===== src/rtl/taxi_i2c_target_reg.sv =====
`default_nettype none
// ============================================================================
// Module      : taxi_i2c_target_reg
// Description : I2C target (slave) exposing a byte-wide register interface.
//               A write of [addr+W][ptr][data...] loads the register pointer
//               and strobes reg_wr_en once per data byte, with the pointer
//               auto-incrementing. A read of [addr+R] strobes reg_rd_en,
//               captures reg_rd_data and shifts it out MSB first, continuing
//               while the controller ACKs.
// Ports       : clk, rst            - clock, synchronous active-high reset
//               scl_i, sda_i        - raw bus levels (asynchronous to clk)
//               sda_o               - open-drain SDA drive (1 = release)
//               reg_addr            - register pointer
//               reg_wr_data/_en     - write byte and one-cycle write strobe
//               reg_rd_en           - one-cycle read request
//               reg_rd_data         - read byte, valid the cycle after
//                                     the reg_rd_en cycle
//               busy                - high from START until STOP
// Config      : `define TAXI_I2C_TARGET_GLITCH_FILTER_EN adds a FILTER_LEN
//               cycle stability filter behind the synchronizers.
// Revision    : 1.0 - initial release
// ============================================================================
module taxi_i2c_target_reg #(
    parameter logic [6:0] TARGET_ADDR = 7'h50,
    parameter int         FILTER_LEN  = 4
) (
    input  logic       clk,
    input  logic       rst,
    input  logic       scl_i,
    input  logic       sda_i,
    output logic       sda_o,
    output logic [7:0] reg_addr,
    output logic [7:0] reg_wr_data,
    output logic       reg_wr_en,
    output logic       reg_rd_en,
    input  logic [7:0] reg_rd_data,
    output logic       busy
);

    localparam logic [3:0] c_IDLE     = 4'd0;
    localparam logic [3:0] c_ADDR     = 4'd1;
    localparam logic [3:0] c_ADDR_ACK = 4'd2;
    localparam logic [3:0] c_WR_PTR   = 4'd3;
    localparam logic [3:0] c_WR_DATA  = 4'd4;
    localparam logic [3:0] c_WR_ACK   = 4'd5;
    localparam logic [3:0] c_RD_DATA  = 4'd6;
    localparam logic [3:0] c_RD_ACK   = 4'd7;
    localparam logic [3:0] c_IGNORE   = 4'd8;

    // ---------------- input synchronizers ----------------
    logic r_scl_s1, r_scl_s2, r_sda_s1, r_sda_s2;
    logic w_scl, w_sda;

    always_ff @(posedge clk) begin
        if (rst) begin
            r_scl_s1 <= 1'b1;
            r_scl_s2 <= 1'b1;
            r_sda_s1 <= 1'b1;
            r_sda_s2 <= 1'b1;
        end else begin
            r_scl_s1 <= scl_i;
            r_scl_s2 <= r_scl_s1;
            r_sda_s1 <= sda_i;
            r_sda_s2 <= r_sda_s1;
        end
    end

`ifdef TAXI_I2C_TARGET_GLITCH_FILTER_EN
    localparam int c_FCW = (FILTER_LEN > 1) ? $clog2(FILTER_LEN) : 1;

    logic             r_scl_f, r_sda_f;
    logic [c_FCW-1:0] r_scl_fcnt, r_sda_fcnt;

    // The filtered level follows the synchronized level only after it has
    // disagreed for FILTER_LEN consecutive samples.
    always_ff @(posedge clk) begin
        if (rst) begin
            r_scl_f    <= 1'b1;
            r_sda_f    <= 1'b1;
            r_scl_fcnt <= '0;
            r_sda_fcnt <= '0;
        end else begin
            if (r_scl_s2 == r_scl_f) begin
                r_scl_fcnt <= '0;
            end else if (r_scl_fcnt == c_FCW'(FILTER_LEN - 1)) begin
                r_scl_f    <= r_scl_s2;
                r_scl_fcnt <= '0;
            end else begin
                r_scl_fcnt <= r_scl_fcnt + 1'b1;
            end

            if (r_sda_s2 == r_sda_f) begin
                r_sda_fcnt <= '0;
            end else if (r_sda_fcnt == c_FCW'(FILTER_LEN - 1)) begin
                r_sda_f    <= r_sda_s2;
                r_sda_fcnt <= '0;
            end else begin
                r_sda_fcnt <= r_sda_fcnt + 1'b1;
            end
        end
    end

    assign w_scl = r_scl_f;
    assign w_sda = r_sda_f;
`else
    logic w_unused_filter_len;

    assign w_unused_filter_len = (FILTER_LEN > 0);
    assign w_scl = r_scl_s2;
    assign w_sda = r_sda_s2;
`endif

    // ---------------- bus event detection ----------------
    logic r_scl_d, r_sda_d;
    logic w_scl_rise, w_scl_fall, w_start, w_stop;

    always_ff @(posedge clk) begin
        if (rst) begin
            r_scl_d <= 1'b1;
            r_sda_d <= 1'b1;
        end else begin
            r_scl_d <= w_scl;
            r_sda_d <= w_sda;
        end
    end

    assign w_scl_rise = w_scl & ~r_scl_d;
    assign w_scl_fall = ~w_scl & r_scl_d;
    assign w_start    = r_sda_d & ~w_sda & w_scl & r_scl_d;
    assign w_stop     = ~r_sda_d & w_sda & w_scl & r_scl_d;

    // ---------------- protocol FSM ----------------
    logic [3:0] r_state, w_state_nx;
    logic [3:0] r_cnt, w_cnt_nx;
    logic [7:0] r_shift, w_shift_nx;
    logic [7:0] r_ptr, w_ptr_nx;
    logic [7:0] r_wr_data, w_wr_data_nx;
    logic       r_sda, w_sda_nx;
    logic       r_wr_en, w_wr_en_nx;
    logic       r_rd_en, w_rd_en_nx;
    logic       r_rd_cap, w_rd_cap_nx;
    logic       r_rw, w_rw_nx;
    logic       r_busy, w_busy_nx;
    logic [2:0] w_bit_idx;

    // Bit to present on the next SCL low phase while shifting a read byte.
    assign w_bit_idx = 3'd7 - r_cnt[2:0];

    always_ff @(posedge clk) begin
        if (rst) begin
            r_state   <= c_IDLE;
            r_cnt     <= 4'd0;
            r_shift   <= 8'h00;
            r_ptr     <= 8'h00;
            r_wr_data <= 8'h00;
            r_sda     <= 1'b1;
            r_wr_en   <= 1'b0;
            r_rd_en   <= 1'b0;
            r_rd_cap  <= 1'b0;
            r_rw      <= 1'b0;
            r_busy    <= 1'b0;
        end else begin
            r_state   <= w_state_nx;
            r_cnt     <= w_cnt_nx;
            r_shift   <= w_shift_nx;
            r_ptr     <= w_ptr_nx;
            r_wr_data <= w_wr_data_nx;
            r_sda     <= w_sda_nx;
            r_wr_en   <= w_wr_en_nx;
            r_rd_en   <= w_rd_en_nx;
            r_rd_cap  <= w_rd_cap_nx;
            r_rw      <= w_rw_nx;
            r_busy    <= w_busy_nx;
        end
    end

    always_comb begin
        w_state_nx   = r_state;
        w_cnt_nx     = r_cnt;
        w_shift_nx   = r_shift;
        w_ptr_nx     = r_ptr;
        w_wr_data_nx = r_wr_data;
        w_sda_nx     = r_sda;
        w_wr_en_nx   = 1'b0;
        w_rd_en_nx   = 1'b0;
        w_rd_cap_nx  = r_rd_en;
        w_rw_nx      = r_rw;
        w_busy_nx    = r_busy;

        // Pointer advances the cycle after a write strobe so the strobe
        // itself carries the pre-increment address.
        if (r_wr_en) begin
            w_ptr_nx = r_ptr + 8'd1;
        end
        // Read data is taken the cycle after the reg_rd_en cycle.
        if (r_rd_cap) begin
            w_shift_nx = reg_rd_data;
        end

        if (w_stop) begin
            w_state_nx  = c_IDLE;
            w_cnt_nx    = 4'd0;
            w_sda_nx    = 1'b1;
            w_busy_nx   = 1'b0;
            w_rd_cap_nx = 1'b0;
        end else if (w_start) begin
            w_state_nx  = c_ADDR;
            w_cnt_nx    = 4'd0;
            w_sda_nx    = 1'b1;
            w_busy_nx   = 1'b1;
            w_rd_cap_nx = 1'b0;
        end else begin
            case (r_state)
                c_ADDR, c_WR_PTR, c_WR_DATA: begin
                    if (w_scl_rise && (r_cnt < 4'd8)) begin
                        w_shift_nx = {r_shift[6:0], w_sda};
                        w_cnt_nx   = r_cnt + 4'd1;
                    end else if (w_scl_fall && (r_cnt == 4'd8)) begin
                        w_cnt_nx = 4'd0;
                        if (r_state == c_ADDR) begin
                            if (r_shift[7:1] == TARGET_ADDR) begin
                                w_state_nx = c_ADDR_ACK;
                                w_sda_nx   = 1'b0;
                                w_rw_nx    = r_shift[0];
                            end else begin
                                w_state_nx = c_IGNORE;
                                w_sda_nx   = 1'b1;
                            end
                        end else if (r_state == c_WR_PTR) begin
                            w_ptr_nx   = r_shift;
                            w_state_nx = c_WR_ACK;
                            w_sda_nx   = 1'b0;
                        end else begin
                            w_wr_en_nx   = 1'b1;
                            w_wr_data_nx = r_shift;
                            w_state_nx   = c_WR_ACK;
                            w_sda_nx     = 1'b0;
                        end
                    end
                end
                c_ADDR_ACK: begin
                    if (w_scl_rise && r_rw) begin
                        w_rd_en_nx = 1'b1;
                    end else if (w_scl_fall) begin
                        w_cnt_nx = 4'd0;
                        if (r_rw) begin
                            w_state_nx = c_RD_DATA;
                            w_sda_nx   = r_shift[7];
                        end else begin
                            w_state_nx = c_WR_PTR;
                            w_sda_nx   = 1'b1;
                        end
                    end
                end
                c_WR_ACK: begin
                    if (w_scl_fall) begin
                        w_state_nx = c_WR_DATA;
                        w_sda_nx   = 1'b1;
                        w_cnt_nx   = 4'd0;
                    end
                end
                c_RD_DATA: begin
                    if (w_scl_rise) begin
                        w_cnt_nx = r_cnt + 4'd1;
                    end else if (w_scl_fall) begin
                        if (r_cnt == 4'd8) begin
                            w_state_nx = c_RD_ACK;
                            w_sda_nx   = 1'b1;
                            w_cnt_nx   = 4'd0;
                        end else begin
                            w_sda_nx = r_shift[w_bit_idx];
                        end
                    end
                end
                c_RD_ACK: begin
                    if (w_scl_rise) begin
                        w_ptr_nx = r_ptr + 8'd1;
                        if (!w_sda) begin
                            w_rd_en_nx = 1'b1;
                        end else begin
                            w_state_nx = c_IGNORE;
                        end
                    end else if (w_scl_fall) begin
                        w_state_nx = c_RD_DATA;
                        w_sda_nx   = r_shift[7];
                        w_cnt_nx   = 4'd0;
                    end
                end
                default: begin
                    // IDLE and IGNORE wait for START/STOP only.
                end
            endcase
        end
    end

    assign sda_o       = r_sda;
    assign reg_addr    = r_ptr;
    assign reg_wr_data = r_wr_data;
    assign reg_wr_en   = r_wr_en;
    assign reg_rd_en   = r_rd_en;
    assign busy        = r_busy;

endmodule
`default_nettype wire


===== config.mk =====
export PLATFORM = sky130hd
export DESIGN_NAME = taxi_i2c_target_reg
export DESIGN_NICKNAME = d
export VERILOG_FILES = /design/src/rtl/taxi_i2c_target_reg.sv
export SDC_FILE = /design/constraint.sdc
export NUM_CORES = 1
export LEC_CHECK = 0
export ABC_AREA = 1
export CAP_MARGIN = 10
export CORE_MARGIN = 5
export CORE_UTILIZATION = 25
export CTS_BUF_LIST = sky130_fd_sc_hd__clkbuf_4 sky130_fd_sc_hd__clkbuf_8
export DETAILED_ROUTE_END_ITERATION = 7
export PLACE_DENSITY = 0.48
export SLEW_MARGIN = 10
export SYNTH_ARGS = -nofsm -noshare
export SYNTH_HDL_FRONTEND = slang
export SYNTH_SLANG_ARGS = --single-unit

===== constraint.sdc =====
create_clock -name clk -period 2.1 [get_ports clk]
set_input_delay 0.42 -clock clk [delete_from_list [all_inputs] [get_ports clk]]
set_output_delay 0.42 -clock clk [all_outputs]
set_load 0.005 [all_outputs]

==> flow_metrics.tcl, run 1 <==
set metrics [dict create \
    routedWlPerCell_um 13.1 \
    start_util_pct 25.3 \
    die_h_um 114 \
    p_sw_share_pct 44.0 \
    critPathRequiredTime_ns 2.30 \
    syn_area_per_cell_um2 6.50 \
    status "complete, no violations" \
    layout_min_cycle_time_ns 1.81 \
    timing.rr.start "r_scl_d$_SDFF_PP1_" \
    hp-class "reg2reg" \
    cp_common_cell "nand3_1" \
    yosysWarnings 0 \
    routed_wirelength_mm 7.81 \
    clock-sinks 44 \
    synth_common_cells "87 x nand2_1, 58 x nor2_1, 52 x inv_1" \
    fin_setup_tns_ns 0 \
    io_pins 32 \
    htreeDepth 2 \
    clk-insertion-delay-late_ns 0.31 \
    cts.clk_slew.worst_paths_ns 0.09 \
    via_per_inst 4.59 \
    coreArea_mm2 0.0107 \
    nets 469 \
    dpl_cell_area_mm2 0.00319 \
    routabilityCongestion 0.916 \
    io_buffer_count 31 \
    worstMarginPinSlew_ns 0.638 \
    synth.distinct_cells 34 \
    crit_type "reg2reg" \
    cp_top_family "simple AND/OR/NAND/NOR gates" \
    p_clk_share_pct 20.7 \
    p_leak_nw 1.43 \
    finalSetupViolCount 0 \
    critPathSlowestCell "dfxtp_1" \
    antenna_found_initial 0 \
    crit_arrival_ns 2.01 \
    die_w_um 114 \
    path_max_fanout 11 \
    placementRows 38 \
    ys_async_sr_fraction_pct 0 \
    slew_viol_final 0 \
    syn-instance-count 416 \
    crit_buf_inv 2 \
    critPathMaxStageDelay_ns 0.39 \
    syn-cell-area_mm2 0.00270 \
    cts_hold_buf 0 \
    grt_pass1_vias 2559 \
    grt_max_degree 18 \
    synth_most_common_cell "nand2_1" \
    hpwlAfterDp_mm 5.97 \
    rsz0062_at_grt "no" \
    grt_usage_pct 12.3 \
    reg2reg_to "sda_o$_SDFFE_PP1P_" \
    antennaDiodeCount 0 \
    ys.flop_type "dfxtp_1" \
    synth_nets 432 \
    drt_iter0_drc 104 \
    overflow 0 \
    dr_total_vias 2727 \
    ir_drop_mv 0.541 \
    start_kind "register" \
    dieArea_mm2 0.0130 \
    syn_to_final_growth_pct 22.5 \
    hold_slack_ns 0.415 \
    synth.top_cell.area_share_pct 32.6 \
    final_cell_area_mm2 0.00331 \
    finalCritPeriodShare_pct 86.1 \
    clock.fmax_mhz 553 \
    synth_seq_cells 44 \
    r2r_setup_slack_ns 0.29 \
    slew_headroom_pct 57.4 \
    crit_chain "inv_1 -> ha_1 -> nand2_1 -> inv_1 -> nand3_1 -> nand3_1 -> nor2_4 -> nand3_1 -> a21oi_1 -> nand2_1" \
    clk_path_buf_depth 2 \
    cap_viol_max_count 0 \
    synth_enable_flop_cells 0 \
    post_cts_buffers 0 \
    firstDrtPassIters 4 \
    grt_pass1_wl_mm 12.9 \
    cp-end-kind "register" \
    finalHoldViolCount 0 \
    internal_power_mw 1.93 \
    seqPwrFrac_pct 31.7 \
    worstSetupStartpoint "r_scl_d$_SDFF_PP1_" \
    cts_tree "yes" \
    drc_errors 0 \
    ant_nets 0 \
    p_per_area_mw_per_mm2 1040 \
    cts_root_buffer "clkbuf_8" \
    power_frac_comb_pct 47.6 \
    seq_area_frac_synth_pct 32.6 \
    yosysTopAreaCell "dfxtp_1" \
    final_cells 594 \
    power.net_switching_mw 1.52 \
    cts_resized 0 \
    layout-drive-gt1-share_pct 10.8 \
    synth.area.top_cells "dfxtp_1 33%, nand2_1 12%, nor2_1 8.1%, inv_1 7.2%, nand3_1 6.7%" \
    cts_buffers 5 \
    path_depth 10 \
    worstRegToRegCells 10 \
    place_inst 586 \
    worstSetupEndpoint "sda_o$_SDFFE_PP1P_" \
    skew_ns 0.00989 \
]
[worst min path at each step]
stage                                   start                  end  slack [ns]  cells after the start
after floorplan           r_scl_s1$_SDFF_PP1_  r_scl_s2$_SDFF_PP1_        0.39                      1
after global placement    r_sda_s1$_SDFF_PP1_  r_sda_s2$_SDFF_PP1_        0.40                      1
after detailed placement  r_scl_s1$_SDFF_PP1_  r_scl_s2$_SDFF_PP1_        0.39                      1
after CTS                 r_scl_s1$_SDFF_PP1_  r_scl_s2$_SDFF_PP1_        0.42                      1
after global routing      r_scl_s1$_SDFF_PP1_  r_scl_s2$_SDFF_PP1_        0.42                      1
final                     r_scl_s1$_SDFF_PP1_  r_scl_s2$_SDFF_PP1_        0.41                      1
[metrics by stage]
stage                     setup WS [ns]  utilization [%]  power [mW]
final                             0.291             30.9        3.45
after global routing             0.0922             30.9        3.74
after CTS                         0.256             30.9        3.48
after detailed placement          0.268             29.8        2.75
after global placement            0.217             29.8        2.77
after floorplan                   0.664                -        2.29
[area by class of cell]
type	instances	area, um^2
inverters	56	210
flip-flops and latches	44	881
repair buffers	39	370
multi-input cells	307	1550
fillers	1194	7390
well taps	140	175
clock inverters	2	38.8
clock buffers	6	82.6
[cells in the final DEF (no fill, tap or decap), types with 2 or more instances in the layout]
master and n:
a211oi_1 8, a21oi_1 32, buf_4 8, clkbuf_8 6, clkdlybuf4s50_1 31, dfxtp_1 44
ha_1 4, inv_1 52, inv_2 4, nand2_1 87, nand2_2 6, nand3_1 36
nand3_2 2, nand3b_1 2, nand4_1 8, nor2_1 58, nor2_2 7, nor2_4 5
nor3_1 2, o211ai_1 2, o21ai_0 28, o21ai_1 3, or2_2 4, xnor2_1 2
xor2_1 3
[power groups by stage]
stage | Sequential [mW] | Clock [mW] | Combinational, mW
6_report | 1.09 | 0.714 | 1.64
5_1_grt | 1.11 | 0.780 | 1.85
4_1_cts | 1.09 | 0.741 | 1.65
3_5_place_dp | 1.11 | 0 | 1.64
3_3_place_gp | 1.11 | 0 | 1.66
2_1_floorplan | 1.07 | 0 | 1.22
[routing by layer]
layer,global-route usage (%),vias to the layer above,wire [um]
met5,0,-,0
met4,4.04,0,170
met3,2.44,14,310
met2,19.6,53,3430
met1,16.6,1238,3890
li1,-,1422,-
[cell families (layout without fill, tap and decap cells)]
family          Yosys count  after routing  synth area share, %
simple gates            222            222                 38.6
xor+xnor                  5              5                 1.62
fa+ha+maj                 4              4                 1.85
flops                    44             44                 32.6
compound gates           75             75                 15.0
mux                       1              1                0.370
buf+inv                  65            103                 9.95
[worst reg2reg max path, delay by kind of cell (launching register included)]
family                   cells  cell delay, ns
AO/OA/AOI/OAI                1            0.14
adder cells (fa/ha/maj)      1            0.31
buffers and inverters        2            0.10
flip-flops                   1            0.39
AND/OR/NAND/NOR              6            0.75
[sequential cells by signal, indices dropped and copies added (netlist names)]
| register | flops |
|---|---|
| r_sda_s2 | 1 |
| sda_o | 1 |
| r_cnt | 4 |
| r_sda_d | 1 |
| reg_wr_data | 8 |
| busy | 1 |
| r_rw | 1 |
| r_rd_cap | 1 |
| r_scl_d | 1 |
| r_scl_s1 | 1 |
| r_sda_s1 | 1 |
| reg_rd_en | 1 |
| r_scl_s2 | 1 |
| r_state | 4 |
| r_shift | 8 |
| reg_addr | 8 |
| reg_wr_en | 1 |
(Power assumes the default switching activity.)
==> run 2, diff against run 1 <==
Settings changed: GPL_TIMING_DRIVEN set to 0.
==> run 2 against run 1 <==
Die area unchanged. Count of clock-buffer cells in the layout unchanged. Largest power group unchanged. Clock skew down 0.0033 ns. Power down 1.1%. Critical path depth down 1. Design area down 0.34%. Worst setup slack better by 0.014 ns. Hold slack better by 0.0036 ns. Combinational power about the same.
==> flow_metrics.tcl, run 2 (synthesized netlist as in run 1, its figures left out) <==
set metrics [dict create \
    status "complete, no violations" \
    rsz0062_at_grt "no" \
    layout_commonest_cell "nand2_1" \
    die_w_um 114 \
    critPathRequiredTime_ns 2.29 \
    start_kind "register" \
    io_buffer_count 31 \
    dieArea_mm2 0.0130 \
    p_leak_nw 1.42 \
    overflow 0 \
    crit_arrival_ns 1.98 \
    grt_pass1_wl_mm 12.8 \
    routabilityCongestion 0.870 \
    clk_path_buf_depth 2 \
    layout_min_cycle_time_ns 1.79 \
    skew_ns 0.00662 \
    post_cts_buffers 0 \
    critPathMaxStageDelay_ns 0.38 \
    finalCritPeriodShare_pct 85.5 \
    hpwlAfterDp_mm 5.87 \
    crit_chain "inv_2 -> nand4_1 -> inv_1 -> nor2_2 -> nand2_2 -> inv_2 -> o21ai_0 -> nor2_1 -> a21oi_1" \
    grt_max_degree 14 \
    ir_drop_mv 0.388 \
    dr_total_vias 2715 \
    antennaDiodeCount 0 \
    slew_headroom_pct 66.5 \
    cts_buffers 5 \
    start_util_pct 25.3 \
    slew_viol_final 0 \
    finalHoldViolCount 0 \
    cts_root_buffer "clkbuf_8" \
    routedWlPerCell_um 12.9 \
    finalSetupViolCount 0 \
    nFillCells 1211 \
    io_pins 32 \
    syn_to_final_growth_pct 22.1 \
    crit_buf_inv 3 \
    final_cell_mix "87 x nand2_1, 58 x nor2_1, 52 x inv_1, 44 x dfxtp_1, 36 x nand3_1" \
    cts_hold_buf 0 \
    clock-sinks 44 \
    die_h_um 114 \
    cp-end-kind "register" \
    firstDrtPassIters 4 \
    layout-drive-gt1-share_pct 10.1 \
    via_per_inst 4.56 \
    grt_pass1_vias 2546 \
    hold_slack_ns 0.418 \
    final_cells 595 \
    fin_setup_tns_ns 0 \
    power.total_mw 3.41 \
    placementRows 38 \
    drt_iter0_drc 163 \
    cp_common_cell "inv_2" \
    fin_util_pct 30.8 \
    drc_errors 0 \
    routed_wirelength_mm 7.68 \
    cts.clk_slew.worst_paths_ns 0.09 \
    cts_tree "yes" \
    cp_top_family "simple AND/OR/NAND/NOR gates" \
    worstMarginPinSlew_ns 0.503 \
    p_per_area_mw_per_mm2 1030 \
    htreeDepth 2 \
    antenna_found_initial 0 \
    nets 470 \
    clock.fmax_mhz 557 \
    ant_nets 0 \
    multi_input_area_mm2 0.00155 \
    grt_usage_pct 12.2 \
    critPathSlowestCell "dfxtp_1" \
    cts_resized 0 \
    crit_type "reg2reg" \
    hp-class "reg2reg" \
    path_max_fanout 10 \
    ff_latch_area_um2 881 \
    cap_viol_max_count 0 \
    coreArea_mm2 0.0107 \
    clk-insertion-delay-late_ns 0.29 \
    place_inst 587 \
]
-- run 2: cell type report --
| class | instances | area share (%) |
|---|---|---|
| Buffer | 9 | 1.78 |
| Tap cell | 140 | 5.31 |
| Timing Repair Buffer | 31 | 9.40 |
| Multi-Input combinational cell | 307 | 47.1 |
| Sequential cell | 44 | 26.7 |
| Clock inverter | 2 | 1.06 |
| Clock buffer | 6 | 2.31 |
| Inverter | 56 | 6.37 |
-- run 2: worst register-to-register path: stages (launching register included) --
cell and delay, ns:
dfxtp_1 0.38, inv_2 0.07, nand4_1 0.11, inv_1 0.09, nor2_2 0.27, nand2_2 0.21, inv_2 0.20, o21ai_0 0.16
nor2_1 0.12, a21oi_1 0.07
-- run 2: routing by layer --
| metal | track usage (%) | vias up | wire [um] |
|---|---|---|---|
| met3 | 2.60 | 4 | 377 |
| li1 | - | 1427 | - |
| met1 | 16.9 | 1227 | 3790 |
| met4 | 1.82 | 0 | 40 |
| met5 | 0 | - | 0 |
| met2 | 19.9 | 57 | 3470 |
-- run 2: power breakdown --
part / switching [mW] / total (mW) / leakage, nW / internal (mW)
Sequential: 0.126 / 1.07 / 0.358 / 0.944
Clock: 0.307 / 0.674 / 0.0586 / 0.367
Combinational: 1.07 / 1.66 / 1.00 / 0.594
Total: 1.50 / 3.41 / 1.42 / 1.91
-- run 2: worst paths after layout --
check	startpoint	slack, ns	to	cells past startpoint
setup reg to reg	r_sda_s2$_SDFF_PP1_	0.31	reg_addr[5]$_SDFF_PP0_	9
setup / recovery	r_sda_s2$_SDFF_PP1_	0.31	reg_addr[5]$_SDFF_PP0_	9
hold reg to reg	r_scl_s1$_SDFF_PP1_	0.42	r_scl_s2$_SDFF_PP1_	1
hold / removal	r_scl_s1$_SDFF_PP1_	0.42	r_scl_s2$_SDFF_PP1_	1
-- run 2: through the flow --
stage | instance area, um^2 | setup WS, ns
after floorplan | 2700 | 0.664
final | 3300 | 0.305
after CTS | 3300 | 0.265
after global routing | 3300 | 0.100
after global placement | 3190 | -0.0493
after detailed placement | 3190 | -0.0334
